`src/rtl/cdns_str_stream_pkg.sv`:
```
// Shared types for the streaming string-join block.
// Holds the FSM state enum, the output beat bundle and the delimiter index width helper.
package cdns_str_stream_pkg;

    localparam int STR_W = 8;

    typedef enum logic {
        S_FIELD = 1'b0,
        S_DELIM = 1'b1
    } state_e;

    // One character beat as held in the output register.
    // Delimiter beats carry eof=0 so they can never look like a list end.
    typedef struct packed {
        logic [STR_W-1:0] data;
        logic             empty;
        logic             eof;
        logic             eol;
    } str_beat_t;

    function automatic int DEL_IDX_W(input int max_del);
        return (max_del < 1) ? 1 : $clog2(max_del + 1);
    endfunction

endpackage

```
`src/rtl/cdns_str_obuf.sv`:
```
// Single-entry registered output stage with valid/ready handshake.
// Ports: push_i/beat_i load a beat when can_load_o; out_valid/out_ready/beat_o drive the sink.
module cdns_str_obuf
    import cdns_str_stream_pkg::*;
(
    input  logic      clk,
    input  logic      rst_n,
    input  logic      push_i,
    input  str_beat_t beat_i,
    output logic      can_load_o,
    output logic      out_valid,
    input  logic      out_ready,
    output str_beat_t beat_o
);

    logic      valid_q, valid_d;
    str_beat_t beat_q, beat_d;

    // The slot is free when empty or being drained this cycle.
    assign can_load_o = !valid_q || out_ready;

    always_comb begin
        valid_d = valid_q;
        beat_d  = beat_q;
        if (can_load_o) begin
            valid_d = push_i;
            if (push_i) begin
                beat_d = beat_i;
            end
        end
    end

    always_ff @(posedge clk or negedge rst_n) begin
        if (!rst_n) begin
            valid_q <= 1'b0;
            beat_q  <= '0;
        end else begin
            valid_q <= valid_d;
            beat_q  <= beat_d;
        end
    end

    assign out_valid = valid_q;
    assign beat_o    = beat_q;

endmodule

```
`src/rtl/cdns_str_join_stream.sv`:
```
// Joins a list of character fields into one stream with a programmable delimiter between fields.
// Ports: del_i/del_len_i delimiter, in_* field beats, out_* joined beats, done_o/fields_o/chars_o list stats.
module cdns_str_join_stream
    import cdns_str_stream_pkg::*;
#(
    parameter int WIDTH   = STR_W,
    parameter int MAX_DEL = 4,
    parameter int CNT_W   = 16
) (
    input  logic                         clk,
    input  logic                         rst_n,
    input  logic [MAX_DEL*WIDTH-1:0]     del_i,
    input  logic [$clog2(MAX_DEL+1)-1:0] del_len_i,
    input  logic                         in_valid,
    output logic                         in_ready,
    input  logic [WIDTH-1:0]             in_data,
    input  logic                         in_empty,
    input  logic                         in_eof,
    input  logic                         in_eol,
    output logic                         out_valid,
    input  logic                         out_ready,
    output logic [WIDTH-1:0]             out_data,
    output logic                         out_empty,
    output logic                         out_last,
    output logic                         done_o,
    output logic [CNT_W-1:0]             fields_o,
    output logic [CNT_W-1:0]             chars_o
);

    localparam int LW = DEL_IDX_W(MAX_DEL);

    state_e                   state_q, state_d;
    logic [LW-1:0]            idx_q, idx_d;
    logic [LW-1:0]            len_q, len_d;
    logic [MAX_DEL*WIDTH-1:0] del_q, del_d;
    logic                     first_q, first_d;
    logic [CNT_W-1:0]         fields_q, fields_d;
    logic [CNT_W-1:0]         chars_q, chars_d;
    logic [CNT_W-1:0]         fo_q, fo_d;
    logic [CNT_W-1:0]         co_q, co_d;
    logic                     done_q, done_d;

    logic      can_load, push, acc, eof_eff, fire, last_fire;
    logic [LW-1:0] cur_len;
    str_beat_t beat, beat_o;

    function automatic logic [CNT_W-1:0] sat_inc(input logic [CNT_W-1:0] v);
        return (v == '1) ? v : v + 1'b1;
    endfunction

    cdns_str_obuf u_obuf (
        .clk       (clk),
        .rst_n     (rst_n),
        .push_i    (push),
        .beat_i    (beat),
        .can_load_o(can_load),
        .out_valid (out_valid),
        .out_ready (out_ready),
        .beat_o    (beat_o)
    );

    assign in_ready  = (state_q == S_FIELD) && can_load;
    assign acc       = in_valid && in_ready;
    // An empty beat always closes its field, even if eof was left low.
    assign eof_eff   = in_eof || in_empty;
    // The first beat of a list sees the live delimiter, later beats the latched one.
    assign cur_len   = first_q ? del_len_i : len_q;
    assign fire      = out_valid && out_ready;
    assign last_fire = fire && out_last;

    always_comb begin
        state_d  = state_q;
        idx_d    = idx_q;
        len_d    = len_q;
        del_d    = del_q;
        first_d  = first_q;
        fields_d = fields_q;
        chars_d  = chars_q;
        fo_d     = fo_q;
        co_d     = co_q;
        done_d   = last_fire;
        push     = 1'b0;
        beat     = '0;
        unique case (state_q)
            S_FIELD: begin
                if (acc) begin
                    if (first_q) begin
                        del_d = del_i;
                        len_d = del_len_i;
                    end
                    if (!in_empty) begin
                        push      = 1'b1;
                        beat.data = in_data;
                        beat.eof  = in_eof;
                        beat.eol  = in_eol;
                    end else if (in_eol) begin
                        push       = 1'b1;
                        beat.empty = 1'b1;
                        beat.eof   = 1'b1;
                        beat.eol   = 1'b1;
                    end
                    first_d = eof_eff && in_eol;
                    // Fields are tallied at input so empty inner fields,
                    // which never reach the output, still count.
                    if (eof_eff) begin
                        fields_d = sat_inc(fields_q);
                        if (!in_eol && cur_len != '0) begin
                            state_d = S_DELIM;
                            idx_d   = '0;
                        end
                    end
                end
            end
            S_DELIM: begin
                if (can_load) begin
                    push      = 1'b1;
                    beat.data = del_q[int'(idx_q)*WIDTH +: WIDTH];
                    if (idx_q == len_q - 1'b1) begin
                        state_d = S_FIELD;
                        idx_d   = '0;
                    end else begin
                        idx_d = idx_q + 1'b1;
                    end
                end
            end
            default: state_d = S_FIELD;
        endcase
        if (fire && !out_empty) begin
            chars_d = sat_inc(chars_q);
        end
        if (last_fire) begin
            fo_d     = fields_q;
            co_d     = chars_d;
            chars_d  = '0;
            // The next list's first field may close in this very cycle.
            fields_d = (acc && eof_eff) ? CNT_W'(1) : '0;
        end
    end

    always_ff @(posedge clk or negedge rst_n) begin
        if (!rst_n) begin
            state_q  <= S_FIELD;
            idx_q    <= '0;
            len_q    <= '0;
            del_q    <= '0;
            first_q  <= 1'b1;
            fields_q <= '0;
            chars_q  <= '0;
            fo_q     <= '0;
            co_q     <= '0;
            done_q   <= 1'b0;
        end else begin
            state_q  <= state_d;
            idx_q    <= idx_d;
            len_q    <= len_d;
            del_q    <= del_d;
            first_q  <= first_d;
            fields_q <= fields_d;
            chars_q  <= chars_d;
            fo_q     <= fo_d;
            co_q     <= co_d;
            done_q   <= done_d;
        end
    end

    assign out_data  = beat_o.data;
    assign out_empty = beat_o.empty;
    assign out_last  = beat_o.eof && beat_o.eol;
    assign done_o    = done_q;
    assign fields_o  = fo_q;
    assign chars_o   = co_q;

endmodule

```
`config.mk`:
```
export PLATFORM = sky130hd
export DESIGN_NAME = cdns_str_join_stream
export DESIGN_NICKNAME = d
export VERILOG_FILES = /design/src/rtl/cdns_str_stream_pkg.sv /design/src/rtl/cdns_str_obuf.sv /design/src/rtl/cdns_str_join_stream.sv
export SDC_FILE = /design/constraint.sdc
export NUM_CORES = 1
export LEC_CHECK = 0
export BUFFER_PORTS_ARGS = -buffer_cell sky130_fd_sc_hd__buf_2
export CAP_MARGIN = 20
export CORE_MARGIN = 2
export CORE_UTILIZATION = 29
export CTS_CLUSTER_DIAMETER = 60
export DETAILED_ROUTE_END_ITERATION = 6
export PLACE_DENSITY = 0.51
export RECOVER_POWER = 25
export SLEW_MARGIN = 20
export SYNTH_ARGS = -nofsm -noshare
export SYNTH_HDL_FRONTEND = slang
export SYNTH_SLANG_ARGS = --single-unit
```
`constraint.sdc`:
```
create_clock -name clk -period 3.9 [get_ports clk]
set_clock_uncertainty 0.05 [all_clocks]
set_input_delay 0.39 -clock clk [delete_from_list [all_inputs] [get_ports clk]]
set_output_delay 0.39 -clock clk [all_outputs]
set_load 0.05 [all_outputs]
```
==> results.md <==
* Outcome: finished, violations left
* Failing checks: negative hold slack, max-capacitance violations, max-slew violations
* Clk Tree Root Cell: clkbuf_16
* Placed cell count at 800
* Yosys warning count at 0
* Crit-path cells: nor2b_2, nor3_2, nand3_1, or4_1, o21ai_1
* Seq/Total Area, Yosys at 0.527
* Critical path buffers and inverters at 0
* Endpoints failing hold at 4
* Required @ worst endpoint at between 4 and 5 ns
* Vias at between 3000 and 4000
* Internal Power at between 0.003 and 0.004 W
* Post-CTS resize count at 0
* Hold Buf Count CTS at 0
* Longest Clk Path Bufs at 2
* Synth unique cells at 52
* Maximum VDD drop at between 0.0006 and 0.0007 V
* Via/cell ratio at between 4 and 5
* Routed wire per std cell at roughly 15 µm
* Port bufs at 94
* Post-synth EDFFs at 0
* Worst-skew pair later-pin latency at between 0.4 and 0.5 ns
* Fmax at roughly 450 MHz
* Final ANT Viol Nets at 0
* Crit-path slowest cell: nor3_2
* Final wirelength at between 10 and 15 mm
* Endpoint type of the worst setup path: flip-flop
* Levels on crit path at 5
* Row cnt at 50
* Slew at the pin closest to its max-slew limit at 1.57 ns
* Total GRT Usage at 0.132
* H-tree level count at 4
* Syn Area/Cell at about 11 µm²
* RR Startpoint: u_obuf.out_valid
* Slew HR at -0.0453
* Dpl hpwl at 8.78 mm
* RSZ-0062 raised after global routing: no
* Setup Total Neg Slack at 0 ns
* R2r endpoint: fields_q[13]
* Share of flip-flops with an asynchronous set or reset at 1.00
* Reg clk slew, reported paths at ~0.05 ns
* LEAKAGE at between 3 and 4 nW
* Placeable Area at around 0.019 mm²
* CTS sink cnt at around 120
* Startpoint types: flip-flop
* PD cells at 717 mW/mm²
* Total congestion overflow at 0
* Clock power share at 0.323
* Synth Cell Area at about 0.0056 mm²
* Top FF cell, synth: dfrtp_1
* Max cap viols at 1
* Final Core Density at 0.361
* Initial antenna violation count at 1
* Largest net degree at the start of global routing at 58
* Final setup violation count at 0
* Die W at 143 µm
* CP Max Fanout at 12
* Global-route wire length before repair at roughly 21 mm
* Share of cells above drive strength 1 at 0.301
* Syn nets at about 550
* Worst r2r path cells at 5
* Switching Share at 0.338
* Crit-path leading delay family: simple AND/OR/NAND/NOR gates
* Residual DRC count at 0
* Kind of critical path: flip-flop to flip-flop
* Routability cong. at between 0.7 and 0.8
* DIE AREA at roughly 0.02 mm²
* First-pass DRT Iterations at 5
* Share of total power in sequential cells at 0.387
* Vias in the first global route at just over 4000
* CTS buffer count at 17
* Gate Count Post-Synth at about 500
* Initial Util at 0.296
* NumNets Final at 639
* Hold slack at -0.00475 ns
* Synth Register Bits at ~120
* Setup Buffers After CTS at 0
* Min Tclk post-route at around 2.2 ns
* Final non-filler cell total at between 800 and 900
* CP endpoint: fields_q[13]
* DR iter-0 viols at ~180
* Final period utilization at 0.564
* Worst EP arrival at ~2.5 ns
* Max-slew violation count at 30
* P_sw at between 0.0015 and 0.002 W
* Combinational Power Share at 0.291
* P&R area growth vs syn at 21.6%
* Reg2Reg Setup Slack at roughly 1.7 ns
* CTS tree: built
* Max stage delay on crit path at slightly below 0.6 ns
* Top-Level Pins at 95
* Hold Path Class: input pin to asynchronous set/reset pin
* Die H at 143 µm
* Final Power at 0.00485 W
* Origin of the worst setup path: u_obuf.out_valid
## power groups by stage
stage               Combinational (W)  Clock [W]  Sequential, W
floorplan                     0.00109          0        0.00192
detailed placement            0.00143          0        0.00189
global placement              0.00140          0        0.00188
finish                        0.00141    0.00156        0.00188
global route                  0.00154    0.00167        0.00194
CTS                           0.00143    0.00160        0.00188
## Yosys cell counts, types with 2 or more instances
library cell,count,area [µm²]
a21oi_1,7,35.0
a22oi_1,10,75.1
a31oi_1,2,12.5
and2_1,2,12.5
and3_1,8,50.1
and4_1,4,35.0
buf_2,6,30.0
buf_4,9,67.6
buf_6,3,33.8
clkbuf_1,11,41.3
dfrtp_1,116,2900
ha_1,4,50.1
inv_1,7,26.3
mux2_2,5,56.3
mux2_4,30,450
mux2i_1,4,40.0
mux4_2,8,180
nand2_1,87,327
nand2b_1,5,31.3
nand3_1,22,110
nand4_1,13,81.3
nand4bb_1,2,22.5
nor2_1,41,154
nor2_2,2,12.5
nor3_1,5,25.0
nor4_1,3,18.8
nor4_4,2,42.5
o2111ai_1,2,17.5
o211ai_1,3,22.5
o21ai_0,26,130
o21ai_1,5,25.0
xnor2_1,4,35.0
xor2_1,21,184
## stage by stage
step                hold WS (ns)  worst slack [ns]  instance area, µm²
finish                  -0.00475              1.70                6770
global route              0.0636              1.39                6760
CTS                       0.0244              1.69                6770
detailed placement         0.407              1.71                6180
global placement           0.402              1.79                6180
floorplan                 0.0444              1.90                5560
## kinds of logic (layout without fill, tap and decap cells)
family / count (synthesis) / count (layout) / share of synthesized area
adder cells (fa/ha/maj): 4 / 4 / 0.00900
flip-flops: 117 / 117 / 0.527
AO/OA/AOI/OAI: 60 / 60 / 0.0695
buffers and inverters: 37 / 137 / 0.0364
other: 0 / 1 / 0
XOR/XNOR: 25 / 25 / 0.0394
multiplexers: 47 / 47 / 0.131
AND/OR/NAND/NOR: 208 / 208 / 0.188
## routing by layer
layer	GRT usage	wire length, µm
met2	0.209	5740
met4	0.0406	119
met1	0.171	5950
met3	0.0474	770
met5	0	0
## sequential cells by signal, summed over array words and instances (netlist names)
signal	flops
del_q	32
chars_q	16
u_obuf.beat_o	11
first_q	1
len_q	3
fields_q	16
chars_o	16
done_o	1
state_q	1
u_obuf.out_valid	1
fields_o	16
idx_q	3
## final cells by class
cell class	instances	area (µm²)
tap	234	293
timing repair buffer	98	499
fill	1891	12000
inverter	7	26.3
multi-input combinational	344	2430
sequential	117	2930
clock inverter	9	128
antenna	1	2.50
clock buffer	23	458
## worst min path at each step
stage / endpoint / depth (start not counted)
CTS: u_obuf.beat_o[5] / 1
floorplan: chars_o[0] / 0
finish: del_q[31] / 1
global route: u_obuf.beat_o[5] / 1
global placement: fields_o[6] / 2
detailed placement: fields_o[5] / 2
## placed cells by master (no fill, tap or decap), types with 6 or more instances in the layout
master and n:
and3_1 8, nand3_1 22, xor2_1 21, clkbuf_16 17
a22oi_1 10, mux4_2 8, o21ai_0 26, nor2_1 41
mux2_4 30, a21oi_1 7, buf_2 93, inv_1 7
nand4_1 13, clkbuf_1 6, nand2_1 87, dfrtp_1 116
No activity file was read; power rests on OpenSTA's default activity.
